<file path="config.mk">
export PLATFORM = sky130hd
export DESIGN_NAME = button_debounce
export DESIGN_NICKNAME = d
export VERILOG_FILES = /design/src/rtl/button_debounce_pkg.sv /design/src/rtl/debounce_bit.sv /design/src/rtl/button_debounce.sv
export SDC_FILE = /design/constraint.sdc
export NUM_CORES = 1
export LEC_CHECK = 0
export BUFFER_PORTS_ARGS = -buffer_cell sky130_fd_sc_hd__buf_2
export CAP_MARGIN = 30
export CORE_MARGIN = 2
export CORE_UTILIZATION = 48
export DETAILED_ROUTE_END_ITERATION = 7
export HOLD_SLACK_MARGIN = 0.1
export MAX_ROUTING_LAYER = met4
export PLACE_DENSITY = 0.69
export REMOVE_ABC_BUFFERS = 1
export SLEW_MARGIN = 5
export SYNTH_ARGS = -nofsm -noshare
export SYNTH_HDL_FRONTEND = slang
export SYNTH_SLANG_ARGS = --single-unit
export TNS_END_PERCENT = 100
</file>
<file path="constraint.sdc">
create_clock -name clk -period 1.9 [get_ports clk]
set_input_delay 0.285 -clock clk [delete_from_list [all_inputs] [get_ports clk]]
set_output_delay 0.285 -clock clk [all_outputs]
set_load 0.03 [all_outputs]
</file>
<file path="src/rtl/button_debounce_pkg.sv">
// Shared constants and helpers for the button_debounce glitch filter.
// Optional 2-flop input synchronizer: define BUTTON_DEBOUNCE_SYNC_EN.
package button_debounce_pkg;

  localparam string POL_LOW  = "LOW";
  localparam string POL_HIGH = "HIGH";

  localparam int unsigned TIMEOUT_DEFAULT       = 50000;
  localparam int unsigned TIMEOUT_WIDTH_DEFAULT = 16;

  // Anything other than "LOW" behaves as active-high.
  function automatic logic inactive_level(input string pol);
    return (pol == POL_LOW) ? 1'b1 : 1'b0;
  endfunction

endpackage

</file>
<file path="src/rtl/debounce_bit.sv">
// One bit of the debouncer: optional synchronizer, saturating counter, output flop.
// Synchronizer present only when BUTTON_DEBOUNCE_SYNC_EN is defined.
module debounce_bit
  import button_debounce_pkg::*;
#(
  parameter string       POLARITY      = POL_LOW,
  parameter int unsigned TIMEOUT       = TIMEOUT_DEFAULT,
  parameter int unsigned TIMEOUT_WIDTH = TIMEOUT_WIDTH_DEFAULT
) (
  input  logic clk_i,
  input  logic reset_i,
  input  logic din_i,
  output logic dout_o
);

  localparam logic [TIMEOUT_WIDTH-1:0] LIMIT =
    TIMEOUT_WIDTH'(TIMEOUT - 1);
  localparam logic [TIMEOUT_WIDTH-1:0] SAT =
    TIMEOUT_WIDTH'(TIMEOUT);

  logic inact;
  logic s;

  assign inact = inactive_level(POLARITY);

`ifdef BUTTON_DEBOUNCE_SYNC_EN
  logic [1:0] sync_q;

  always_ff @(posedge clk_i) begin
    if (reset_i) begin
      sync_q <= {2{inact}};
    end else begin
      sync_q <= {sync_q[0], din_i};
    end
  end

  assign s = sync_q[1];
`else
  assign s = din_i;
`endif

  logic [TIMEOUT_WIDTH-1:0] cnt_q, cnt_d;
  logic                     out_q, out_d;

  // Counter parks at TIMEOUT so a long hold never wraps back to inactive.
  always_comb begin
    cnt_d = cnt_q;
    out_d = out_q;
    if (s == inact) begin
      cnt_d = '0;
      out_d = inact;
    end else if (cnt_q < LIMIT) begin
      cnt_d = cnt_q + TIMEOUT_WIDTH'(1);
    end else begin
      cnt_d = SAT;
      out_d = ~inact;
    end
  end

  always_ff @(posedge clk_i) begin
    if (reset_i) begin
      cnt_q <= '0;
      out_q <= inact;
    end else begin
      cnt_q <= cnt_d;
      out_q <= out_d;
    end
  end

  assign dout_o = out_q;

endmodule

</file>
<file path="src/rtl/button_debounce.sv">
// Per-bit glitch filter for WIDTH push-button/switch inputs.
// Optional input synchronizer: define BUTTON_DEBOUNCE_SYNC_EN.
module button_debounce
  import button_debounce_pkg::*;
#(
  parameter int unsigned WIDTH         = 4,
  parameter string       POLARITY      = POL_LOW,
  parameter int unsigned TIMEOUT       = TIMEOUT_DEFAULT,
  parameter int unsigned TIMEOUT_WIDTH = TIMEOUT_WIDTH_DEFAULT
) (
  input  logic             clk,
  input  logic             reset,
  input  logic [WIDTH-1:0] data_in,
  output logic [WIDTH-1:0] data_out
);

  for (genvar i = 0; i < WIDTH; i++) begin : g_bit
    debounce_bit #(
      .POLARITY      (POLARITY),
      .TIMEOUT       (TIMEOUT),
      .TIMEOUT_WIDTH (TIMEOUT_WIDTH)
    ) u_bit (
      .clk_i   (clk),
      .reset_i (reset),
      .din_i   (data_in[i]),
      .dout_o  (data_out[i])
    );
  end

endmodule

</file>
# Word level (Yosys, flattened, before mapping)
# Index checks and enable logic that the tools add are counted.
# W data, S select, Z words.
# word_totals
reg_bits,68
latch_bits,0
ram_bits,0
romBits,0
word_cells,36
mem_count,0
# op_classes
add_sub_neg,4
mul,0
n_div,0
magnitude_cmp,4
n_eq_ne,0
shift,0
n_mux,4
bitwise,4
reduce_logical,8
# ops
operator,count
$add A16 B1 Y16 const B,4
$lt A16 B16 Y1 const B,4
$mux W16,4
$reduce_or A3 Y1,4
$reduce_or A2 Y1,4
$not A1 Y1,4

# Longest topological paths before layout
# Gate-level depths: netlist (run 1).
# depth
word_depth,3
mapped_depth,6
mapped_depth_nobuf,5

# By module
# Synthesis (run 1) repeated with hierarchy kept, for this count alone.
# hier_totals
cells_unflattened,332
area_unflattened_um2,2932.8
# by_module_without_submodules
mod,instances,cells_per_inst,area_per_inst_um2,seq_area_each_um2
debounce_bit,4,83,733.2,340.3

# Worst setup path after synthesis (run 1)
# No wires, ideal clock.
# synth_path
kind,flip-flop to flip-flop
startpoint,register g_bit[2].u_bit.cnt_q[0]
endpoint,register g_bit[2].u_bit.out_q
setup_time_ps,114
t_arrival_ps,1474
required_time_ps,1786
setup_slack_ps,311
path_stages_with_launch,6
path_cell_list,dfxtp_1 > ha_1 > a31oi_1 > a2111oi_1 > a31oi_1 > a21o_1
# synth_via
elab_chain_cells,1
# synth_rtl
item,line,rtl
start: declaration,debounce_bit.sv:42,"logic [TIMEOUT_WIDTH-1:0] cnt_q, cnt_d;"
start signal: assignment,debounce_bit.sv:65,cnt_q <= cnt_d;
$lt A16 B16 Y1,debounce_bit.sv:52,end else if (cnt_q < LIMIT) begin
end signal: assignment,debounce_bit.sv:63,out_q <= inact;
end signal: assignment,debounce_bit.sv:66,out_q <= out_d;
end: declaration,debounce_bit.sv:43,"logic out_q, out_d;"
# No other way between the ends.
# A chain may end at the register's enable or synchronous reset.

# Final worst setup path (run 1)
# layout_path
startpoint,register g_bit[1].u_bit.cnt_q[1]
endpoint,register g_bit[1].u_bit.cnt_q[10]
# layout_via
elab_chain_cells,3
# layout_rtl
item,line
start: declaration,debounce_bit.sv:42
start signal: assignment,debounce_bit.sv:65
$lt A16 B16 Y1,debounce_bit.sv:52
$not A1 Y1 (no line),-
$reduce_or A3 Y1 (no line),-
# Parallel ways exist; a longest one is shown, timed or not.

==> results of run 1 <==
-- cell usage after synthesis --
master	count	area share [%]
nand3_1	18	2.9
or2_2	4	0.82
nor2_2	19	3.9
nand4_1	15	3.1
o21ai_0	3	0.49
o211ai_1	2	0.49
a21o_1	5	1.2
or2_1	1	0.20
or3_1	2	0.41
xor2_1	11	3.2
buf_1	2	0.25
buf_6	4	1.5
a2111oi_1	1	0.33
or4_4	1	0.37
nor3b_1	1	0.25
dfxtp_1	68	45
nand2_1	18	2.2
and2_1	1	0.20
nor3_1	16	2.6
nand2b_1	1	0.20
a21oi_2	1	0.29
or3_2	1	0.25
buf_4	4	0.98
a311o_1	4	1.3
o21a_1	1	0.25
xnor2_1	36	10
or4_1	3	0.74
nor2_1	35	4.3
clkbuf_1	2	0.25
a21oi_1	20	3.3
nor4_1	9	1.8
inv_1	13	1.6
a211oi_1	3	0.74
and3_1	1	0.20
a41o_1	1	0.33
and4_1	3	0.86
a31oi_1	8	1.6
ha_1	4	1.6
-- repair_timing --
action | 4_1_cts | 5_1_grt
hold buffers | 0 | 0
endpoints found under the setup margin | 0 | 13
gates resized for setup | 0 | 1
-- tightest hold or removal path, delay by kind of cell --
family | cells | cell delay [ns]
AO/OA/AOI/OAI | 1 | 0.09
AND/OR/NAND/NOR | 1 | 0.05
buffers and inverters | 1 | 0.08
-- layout by cell type (no fill, tap or decap), types with 2 or more instances in the layout --
cell type  Yosys  routed
a211oi_1       3       3
a21o_1         5       5
a21oi_1       20      20
a311o_1        4       4
a31oi_1        8       8
and4_1         3       3
buf_2          0       9
buf_4          4       8
clkbuf_8       0      11
dfxtp_1       68      68
ha_1           4       4
inv_1         13      13
nand2_1       18      18
nand3_1       18      18
nand4_1       15      15
nor2_1        35      35
nor2_2        19      19
nor3_1        16      16
nor4_1         9       9
o211ai_1       2       2
o21ai_0        3       3
or2_2          4       4
or3_1          2       2
or4_1          3       3
xnor2_1       36      36
xor2_1        11      11
-- state kept, by name, indices dropped and copies added (netlist names) --
name,count
g_bit.u_bit.cnt_q,64
g_bit.u_bit.dout_o,4
-- where the power goes --
group / internal, uW / switching [uW]
Clock: 662 / 493
Combinational: 25.5 / 40.8
Sequential: 1430 / 7.16
-- per-stage QoR --
step	hold slack [ns]	instances	power (uW)	utilization, %
floorplan	0.430	330	1510	-
global placement	0.433	424	1540	50.7
detailed placement	0.438	424	1540	50.7
CTS	0.199	438	2700	53.8
global route	0.216	438	2760	53.8
finish	0.214	438	2660	53.8
-- per-layer routing --
layer / track usage, % / vias to the layer above / part of all wire (%)
met5: - / - / 0
met4: 6.74 / 0 / 0.96
met3: 5.74 / 8 / 3.4
met2: 26.0 / 41 / 46
met1: 21.4 / 1107 / 50
li1: - / 1223 / -
-- layout make-up --
class	count	area, um2	area share, %
clock buffers	12	155	4.62
clock inverters	2	35.0	1.04
inverters	13	48.8	1.45
multi-input cells	249	1560	46.4
flip-flops and latches	68	1360	40.5
well taps	77	96.3	2.87
repair buffers	17	105	3.13
-- kinds of logic (layout without fill, tap and decap cells) --
family,Yosys count,after routing
fa+ha+maj,4,4
compound gates,49,49
buf+inv,25,44
xor+xnor,47,47
simple gates,149,149
flops,68,68
-- worst max-delay path by stage --
stage / start / to / slack, ns / depth (start not counted)
floorplan: g_bit[2].u_bit.cnt_q[0] / g_bit[2].u_bit.cnt_q[10] / 0.23 / 5
global placement: g_bit[2].u_bit.cnt_q[0] / g_bit[2].u_bit.dout_o / 0.22 / 5
detailed placement: g_bit[2].u_bit.cnt_q[0] / g_bit[2].u_bit.dout_o / 0.17 / 5
CTS: g_bit[2].u_bit.cnt_q[0] / g_bit[2].u_bit.dout_o / 0.15 / 5
global route: g_bit[2].u_bit.cnt_q[0] / g_bit[2].u_bit.cnt_q[12] / 0.04 / 6
finish: g_bit[1].u_bit.cnt_q[1] / g_bit[1].u_bit.cnt_q[10] / 0.20 / 6
==> metrics, run 1 <==
RD Place Congestion=about 0.84; Synth Area in Adders=between 1.5 and 2%; post-synthesis compound-gate area fraction=10.4%; post-route cell area=3360 um2; placed cell area=3170 um2; Worst Tran Pin Value=0.589 ns; later-pin clock latency in the skew report=between 0.3 and 0.4 ns; worst hold stages=3; CP Data Arrival Time=about 1.9 ns; diode count=0; highest clock rate=~590 MHz; final worst path period share=between 80% and 90%; Synth Register Bits=68; vias per cell=about 5.4; relative slew slack=60.6%; HPWL after DPL=between 3000 and 4000 um; PwrDens=between 700 and 800 nW/um2; cts bufs inserted=9; CP max stage delay=approximately 0.37 ns; Bufs on Longest Clock Path=2; final WL=about 5300 um; Post-CTS Setup Bufs=0; crit path kind=flop to flop; post-synthesis sequential area ratio=around 45%; multiplexer share of the synthesized area=0%; Die W=~84 um; Tmin final=1.70 ns; syn_area_per_cell=between 8 and 9 um2; clk_skew=between 0.006 and 0.007 ns; TNS Setup=0 ns; Die ar.=7020 um2; global route overflow=0; FP Rows=29; RSZ-0062 raised after global routing=false; IO Count=10; layout cells sized above 1=15.8%; status=completed; post-synth cell types=38; drt first pass iters=4; slowest CP cell=dfxtp_1; wire per inst=about 12 um; CP Max Fanout=10; HP Class=input pin to flop; leakage power=between 0.001 and 0.0015 uW; dpl ws=~0.17 ns; final hold vios=0; CTS tree=built; post-synthesis simple-gate area fraction=between 20% and 30%; Reg clk slew, reported paths=0.06 ns; worst r2r path cells=6; H-Tree Depth=3; vias in the first global route=2,207; Initial Utilization=slightly below 50%; Ys Warns=0; worst hold start=data_in[3]; largest net degree at the start of global routing=11; root buf cell=clkbuf_8; RR Endpoint=g_bit[1].u_bit.cnt_q[10]; Worst Path Required=2.12 ns; CP Cell Sequence=ha_1 > nand3_1 > a211oi_1 > a311o_1 > buf_4 > nor2_2; Max IR drop VDD=roughly 0.52 mV; Sink Count=68; nets@finish=between 300 and 400; DR iter-0 viols=89; DR DRC count=0; Filler Cell Count=between 500 and 600; Worst setup SP type=flop; number of port buffers=9; worst-case hold path end point=g_bit[3].u_bit.cnt_q[15]; Detail Route Antenna Nets=0; Mapped Area=about 3000 um2; CORE AREA=6240 um2; Final Max Slew Viols=0; number of antenna violations at the first check in global routing=0; Gate Count Post-Synth=around 340; FF-to-FF Start=g_bit[1].u_bit.cnt_q[1]; final setup fails=0; CP endpoint kind=flop; worst path bufs/invs=1; GRT Util Overall=17.2%; MaxCap Viol Count=0; largest family of logic cells by synthesized area=simple AND/OR/NAND/NOR gates; die height=approximately 84 um; family with the most delay on the worst path=compound AO/OA/AOI/OAI gates; Post-Synth XOR/XNOR Area=approximately 13%; first-pass GRT wire length=~9600 um; Worst Slack Setup Final=0.202 ns; area added between synthesis and finish=10.0%; DR vias=around 2,400; Worst R2R Setup Slack=0.20 ns
(Power assumes the default switching activity.)
==> run 2, diff against run 1 <==
- CORE_ASPECT_RATIO: default -> 1.1
- GPL_ROUTABILITY_DRIVEN: default -> 0
- SLEW_MARGIN: 5 -> 10
==> run 2 against run 1 <==
Die area hardly changed. Clock skew shrank 0.0015 ns. Total power up 7.1%. Fmax decreased by 5.5%. Routed wire length up 4.4%. Register-to-register slack got worse by 0.098 ns. Sequential power about the same. Worst hold slack got worse by 0.0093 ns. Clock power grew 17%. Critical path depth decreased by 1.
==> metrics, run 2 (synthesis gave the netlist of run 1 again) <==
worst r2r path cells=5 (-1); HP Class=input pin to flop; Max IR drop VDD=0.543 mV (+3.6%); crit path kind=flop to flop; slowest CP cell=a2111oi_1; nets@finish=371 (+0.82%); Reg clk slew, reported paths=0.07 ns (about the same); GRT Util Overall=18.9% (+1.7 points); Post-CTS Setup Bufs=0 (unchanged); Tmin final=1.80 ns (+0.0980 ns); CTS tree=built; number of port buffers=9 (unchanged); final hold vios=0 (unchanged); global route overflow=0 (unchanged); post-route cell area=3420 um2 (+1.8%); commonest non-fill, non-tap cell in the layout=dfxtp_1; NetSw=578 uW (+6.7%); root buf cell=clkbuf_8; DR DRC count=0 (unchanged); Die ar.=7020 um2 (about the same); status=completed; CP Cell Sequence=ha_1 > a31oi_1 > a2111oi_1 > a31oi_1 > a21o_1; H-Tree Depth=3 (unchanged); GR met2 Demand/Resource=27.8% (+1.8 points); Worst Tran Pin Value=0.628 ns (+0.0388 ns); most frequent CP cell=a31oi_1; max reg flops=64 (unchanged); die height=87.7 um (+4.6%); beginning of the critical path=g_bit[2].u_bit.cnt_q[1]; worst hold stages=3 (unchanged); final worst path period share=94.5% (+5.2 points); grt met3 use=4.95% (-0.79 points); worst hold start=data_in[3]; CP max stage delay=0.51 ns (+0.14 ns); clk_skew=0.00533 ns (-0.00150 ns); vias per cell=5.39 (-0.84%); TNS Setup=0 ns (unchanged); vias in the first global route=2,253 (+2.1%); worst-case hold path end point=g_bit[3].u_bit.cnt_q[15]; Final Max Slew Viols=0 (unchanged); Finished Layout Cells=446 (+1.8%); FP Rows=30 (+3.4%); sequential power share=50.5% (-3.6 points); Sink Count=68 (unchanged); cell total after placement=430 (+1.4%); CP Data Arrival Time=2.04 ns (+0.12 ns); DR vias=2,402 (+0.97%); IO Count=10 (unchanged); largest net degree at the start of global routing=12 (+1); Clk network pwr share=47.1% (+3.7 points); family with the most delay on the worst path=compound AO/OA/AOI/OAI gates; Combinational Power Share=2.3% (-0.2 points); leakage power=0.00104 uW (+3.1%); worst path bufs/invs=0 (-1); placed cell area=3190 um2 (+0.83%); P_int=2270 uW (+7.2%); Most Crowded Layer GR=met2; highest clock rate=557 MHz (-5.5%); MaxCap Viol Count=0 (unchanged); CORE AREA=6160 um2 (-1.4%); DR iter-0 viols=105 (+18%); Global Route met1 Usage=23.6% (+2.1 points); diode count=0 (unchanged); FF-to-FF Start=g_bit[2].u_bit.cnt_q[1]; first-pass GRT wire length=9970 um (+3.7%); Worst setup SP type=flop; final WL=5570 um (+4.4%); PwrDens=833 nW/um2 (+5.2%); Worst Path Required=2.14 ns (+0.02 ns); RR Endpoint=g_bit[2].u_bit.dout_o; Detail Route Antenna Nets=0 (unchanged); switching portion of total power=20.3% (-0.070 points); later-pin clock latency in the skew report=0.35 ns (about the same); Initial Utilization=49.6% (+0.68 points); Die W=80.1 um (-4.4%); Worst R2R Setup Slack=0.10 ns (-0.10 ns); cts bufs inserted=9 (unchanged); final setup fails=0 (unchanged); CP endpoint kind=flop; most frequent cells in the layout=dfxtp_1 (68), xnor2_1 (36), nor2_1 (35), a21oi_1 (20), nor2_2 (19); largest register by flop count=g_bit.u_bit.cnt_q; CP Max Fanout=6 (-4); number of antenna violations at the first check in global routing=0 (unchanged); relative slew slack=58.0% (-2.6 points); layout cells sized above 1=16.9% (+1.2 points); area added between synthesis and finish=12.0%; Power, Total=2850 uW (+7.1%); drt first pass iters=4 (unchanged); wire per inst=12.5 um (+2.5%); HPWL after DPL=3920 um (+3.9%); Bufs on Longest Clock Path=2 (unchanged)
-- run 2: changes by cell type in the layout (fill, tap and decap cells not counted), sizes merged --
cell and delta:
bufinv +1, clkbuf +1, buf +3
-- run 2: worst register-to-register path: stages, from the launching register on --
cell and delay [ns]:
dfxtp_1 0.40, ha_1 0.24, a31oi_1 0.12, a2111oi_1 0.51, a31oi_1 0.21, a21o_1 0.23
-- run 2: worst max-delay path by stage --
stage | to | slack [ns] | cells after the start
final | g_bit[2].u_bit.dout_o | 0.10 | 5
after global routing | g_bit[2].u_bit.dout_o | -0.04 | 5
after CTS | g_bit[2].u_bit.cnt_q[12] | 0.01 | 5
after detailed placement | g_bit[2].u_bit.cnt_q[12] | 0.04 | 5
after global placement | g_bit[2].u_bit.cnt_q[13] | 0.15 | 5
after floorplan | g_bit[2].u_bit.cnt_q[10] | 0.23 | 5
-- run 2: power groups by stage --
stage	logic [uW]	clock network [uW]	registers, uW
finish	66.3	1340	1440
global route	74.7	1440	1440
CTS	67.5	1370	1440
detailed placement	66.8	0	1470
global placement	66.0	0	1470
floorplan	37.3	0	1470
-- run 2: final cells by class --
class | instances | area (um2)
fill | 587 | 2730
inverter | 13 | 48.8
tap | 80 | 100
sequential | 68 | 1360
clock buffer | 13 | 159
timing repair buffer | 20 | 128
multi-input combinational | 249 | 1560
clock inverter | 3 | 68.8
-- run 2: per-layer routing --
layer | wire (um) | part of all wire, %
met1 | 2690 | 48
met2 | 2560 | 46
met3 | 194 | 3.5
met4 | 122 | 2.2
met5 | 0 | 0
-- run 2: repair_timing --
action	in CTS	in global routing
setup endpoints to repair	0	11
gates resized for setup	0	2
hold buffers	0	0
-- run 2: through the flow --
stage / utilization (%) / worst slack (ns) / hold WS [ns]
floorplan: - / 0.234 / 0.430
global route: 55.6 / -0.0378 / 0.208
CTS: 55.5 / 0.0105 / 0.192
detailed placement: 51.8 / 0.0380 / 0.437
finish: 55.6 / 0.105 / 0.205
global placement: 51.8 / 0.148 / 0.428
==> run 3, diff against run 2 <==
- RECOVER_POWER: default -> 100
==> run 3 against run 2 <==
Flip-flop and latch count unchanged. Clock power about the same. Total power down 0.12%. Via count down 0.25%. Fmax down 0.44%. Count of clock-buffer cells in the layout unchanged. Core utilization down 0.37 points. Critical path depth unchanged. Die area unchanged. Worst setup slack worse by 0.0079 ns. Sequential share of layout area up 0.26 points. Register-to-register slack about the same. Critical endpoint unchanged. Largest power group unchanged. Highest routed layer unchanged.
==> metrics, run 3 (synthesis gave the netlist of run 1 again) <==
status=completed; fin util=55.2% (-0.37 points); vias in the first global route=2,253 (unchanged); CORE AREA=6160 um2 (unchanged); later-pin clock latency in the skew report=0.34 ns (about the same); DR iter-0 viols=113 (+7.6%); CP Max Fanout=6 (unchanged); die height=87.7 um (unchanged); Final Max Slew Viols=0 (unchanged); Reg clk slew, reported paths=0.07 ns (about the same); diode count=0 (unchanged); nets@finish=371 (unchanged); layout cells sized above 1=15.0% (-1.9 points); Post-CTS Setup Bufs=0 (unchanged); Tmin final=1.80 ns (+0.00787 ns); CP Data Arrival Time=2.04 ns (about the same); Worst Tran Pin Value=0.624 ns (-0.00383 ns); Power, Total=2850 uW (-0.12%); worst hold stages=3 (unchanged); HP Class=input pin to flop; crit path kind=flop to flop; Initial Utilization=49.6% (unchanged); first-pass GRT wire length=9970 um (unchanged); leakage power=0.00104 uW (-0.74%); root buf cell=clkbuf_8; Bufs on Longest Clock Path=2 (unchanged); MaxCap Viol Count=0 (unchanged); cts bufs inserted=9 (unchanged); max reg flops=64 (unchanged); Worst setup SP type=flop; Die W=80.1 um (unchanged); worst r2r path cells=5 (unchanged); hold buffers post-CTS=0 (unchanged); area added between synthesis and finish=11.3%; hold_ws=0.206 ns (+0.00103 ns); TNS Setup=0 ns (unchanged); drt first pass iters=4 (unchanged); HPWL after DPL=3920 um (unchanged); relative slew slack=58.2% (+0.26 points); final setup fails=0 (unchanged); Detail Route Antenna Nets=0 (unchanged); number of antenna violations at the first check in global routing=0 (unchanged); most frequent cells in the layout=dfxtp_1 (68), xnor2_1 (36), nor2_1 (36), a21oi_1 (20); Max IR drop VDD=0.541 mV (-0.30%); GRT Util Overall=18.9% (unchanged); PwrDens=838 nW/um2 (+0.54%); CP endpoint kind=flop; H-Tree Depth=3 (unchanged); IO Count=10 (unchanged); clk_skew=0.00573 ns (+0.000399 ns); global route overflow=0 (unchanged); largest register by flop count=g_bit.u_bit.cnt_q; final worst path period share=94.9% (+0.41 points); CTS tree=built; DR DRC count=0 (unchanged); highest clock rate=555 MHz (-0.44%); Worst Path Required=2.14 ns (about the same); commonest non-fill, non-tap cell in the layout=dfxtp_1; Die ar.=7020 um2 (unchanged); Sink Count=68 (unchanged); vias per cell=5.37 (-0.25%); wire per inst=12.5 um (about the same); largest net degree at the start of global routing=12 (unchanged); DR vias=2,396 (-0.25%); final WL=5570 um (about the same); number of port buffers=9 (unchanged); FP Rows=30 (unchanged); final hold vios=0 (unchanged)
-- run 3: cell types whose count changed in the layout (fill, tap and decap cells not counted), sizes merged --
cell | before | now
buf | 20 | 12
clkbuf | 13 | 21
-- run 3: worst max-delay path: stages (launching register included) --
cell,delay (ns)
dfxtp_1,0.40
ha_1,0.24
a31oi_1,0.12
a2111oi_1,0.51
a31oi_1,0.21
a21o_1,0.23
-- run 3: final timing paths --
check	from	end	slack, ns
setup / recovery	g_bit[2].u_bit.cnt_q[1]	g_bit[2].u_bit.dout_o	0.1
hold / removal	data_in[3]	g_bit[3].u_bit.cnt_q[15]	0.21
setup reg to reg	g_bit[2].u_bit.cnt_q[1]	g_bit[2].u_bit.dout_o	0.1
hold reg to reg	g_bit[1].u_bit.dout_o	g_bit[1].u_bit.dout_o	0.45
-- run 3: report_power, final --
group,internal [uW],total [uW],switching (uW)
combinational,23.1,63.2,40.1
clock,815,1340,530
sequential,1430,1440,7.56
-- run 3: metrics by stage --
step | area (um2) | std cells | setup WS, ns
global route | 3400 | 446 | -0.0378
global placement | 3190 | 430 | 0.148
detailed placement | 3190 | 430 | 0.0380
CTS | 3420 | 446 | 0.0105
floorplan | 2960 | 330 | 0.234
finish | 3400 | 446 | 0.0966
-- run 3: repair_timing --
action	in CTS	in global routing
hold endpoints to repair	0	0
gates resized for setup	0	2
setup endpoints to repair	0	11
-- run 3: layout make-up --
class | instances | area (um2)
clock buffers | 13 | 159
clock inverters | 3 | 68.8
fillers | 591 | 2760
inverters | 13 | 48.8
multi-input cells | 249 | 1550
flip-flops and latches | 68 | 1360
well taps | 80 | 100
repair buffers | 20 | 111
-- run 3: per-layer routing --
metal  share of wire [%]  wire length, um  GRT usage (%)  up-vias
met3                 3.7              206           4.95        9
met5                   0                0              -        -
met1                  48             2680           23.6     1099
met2                  46             2560           27.8       44
li1                    -                -              -     1244
met4                 2.2              121           10.6        0
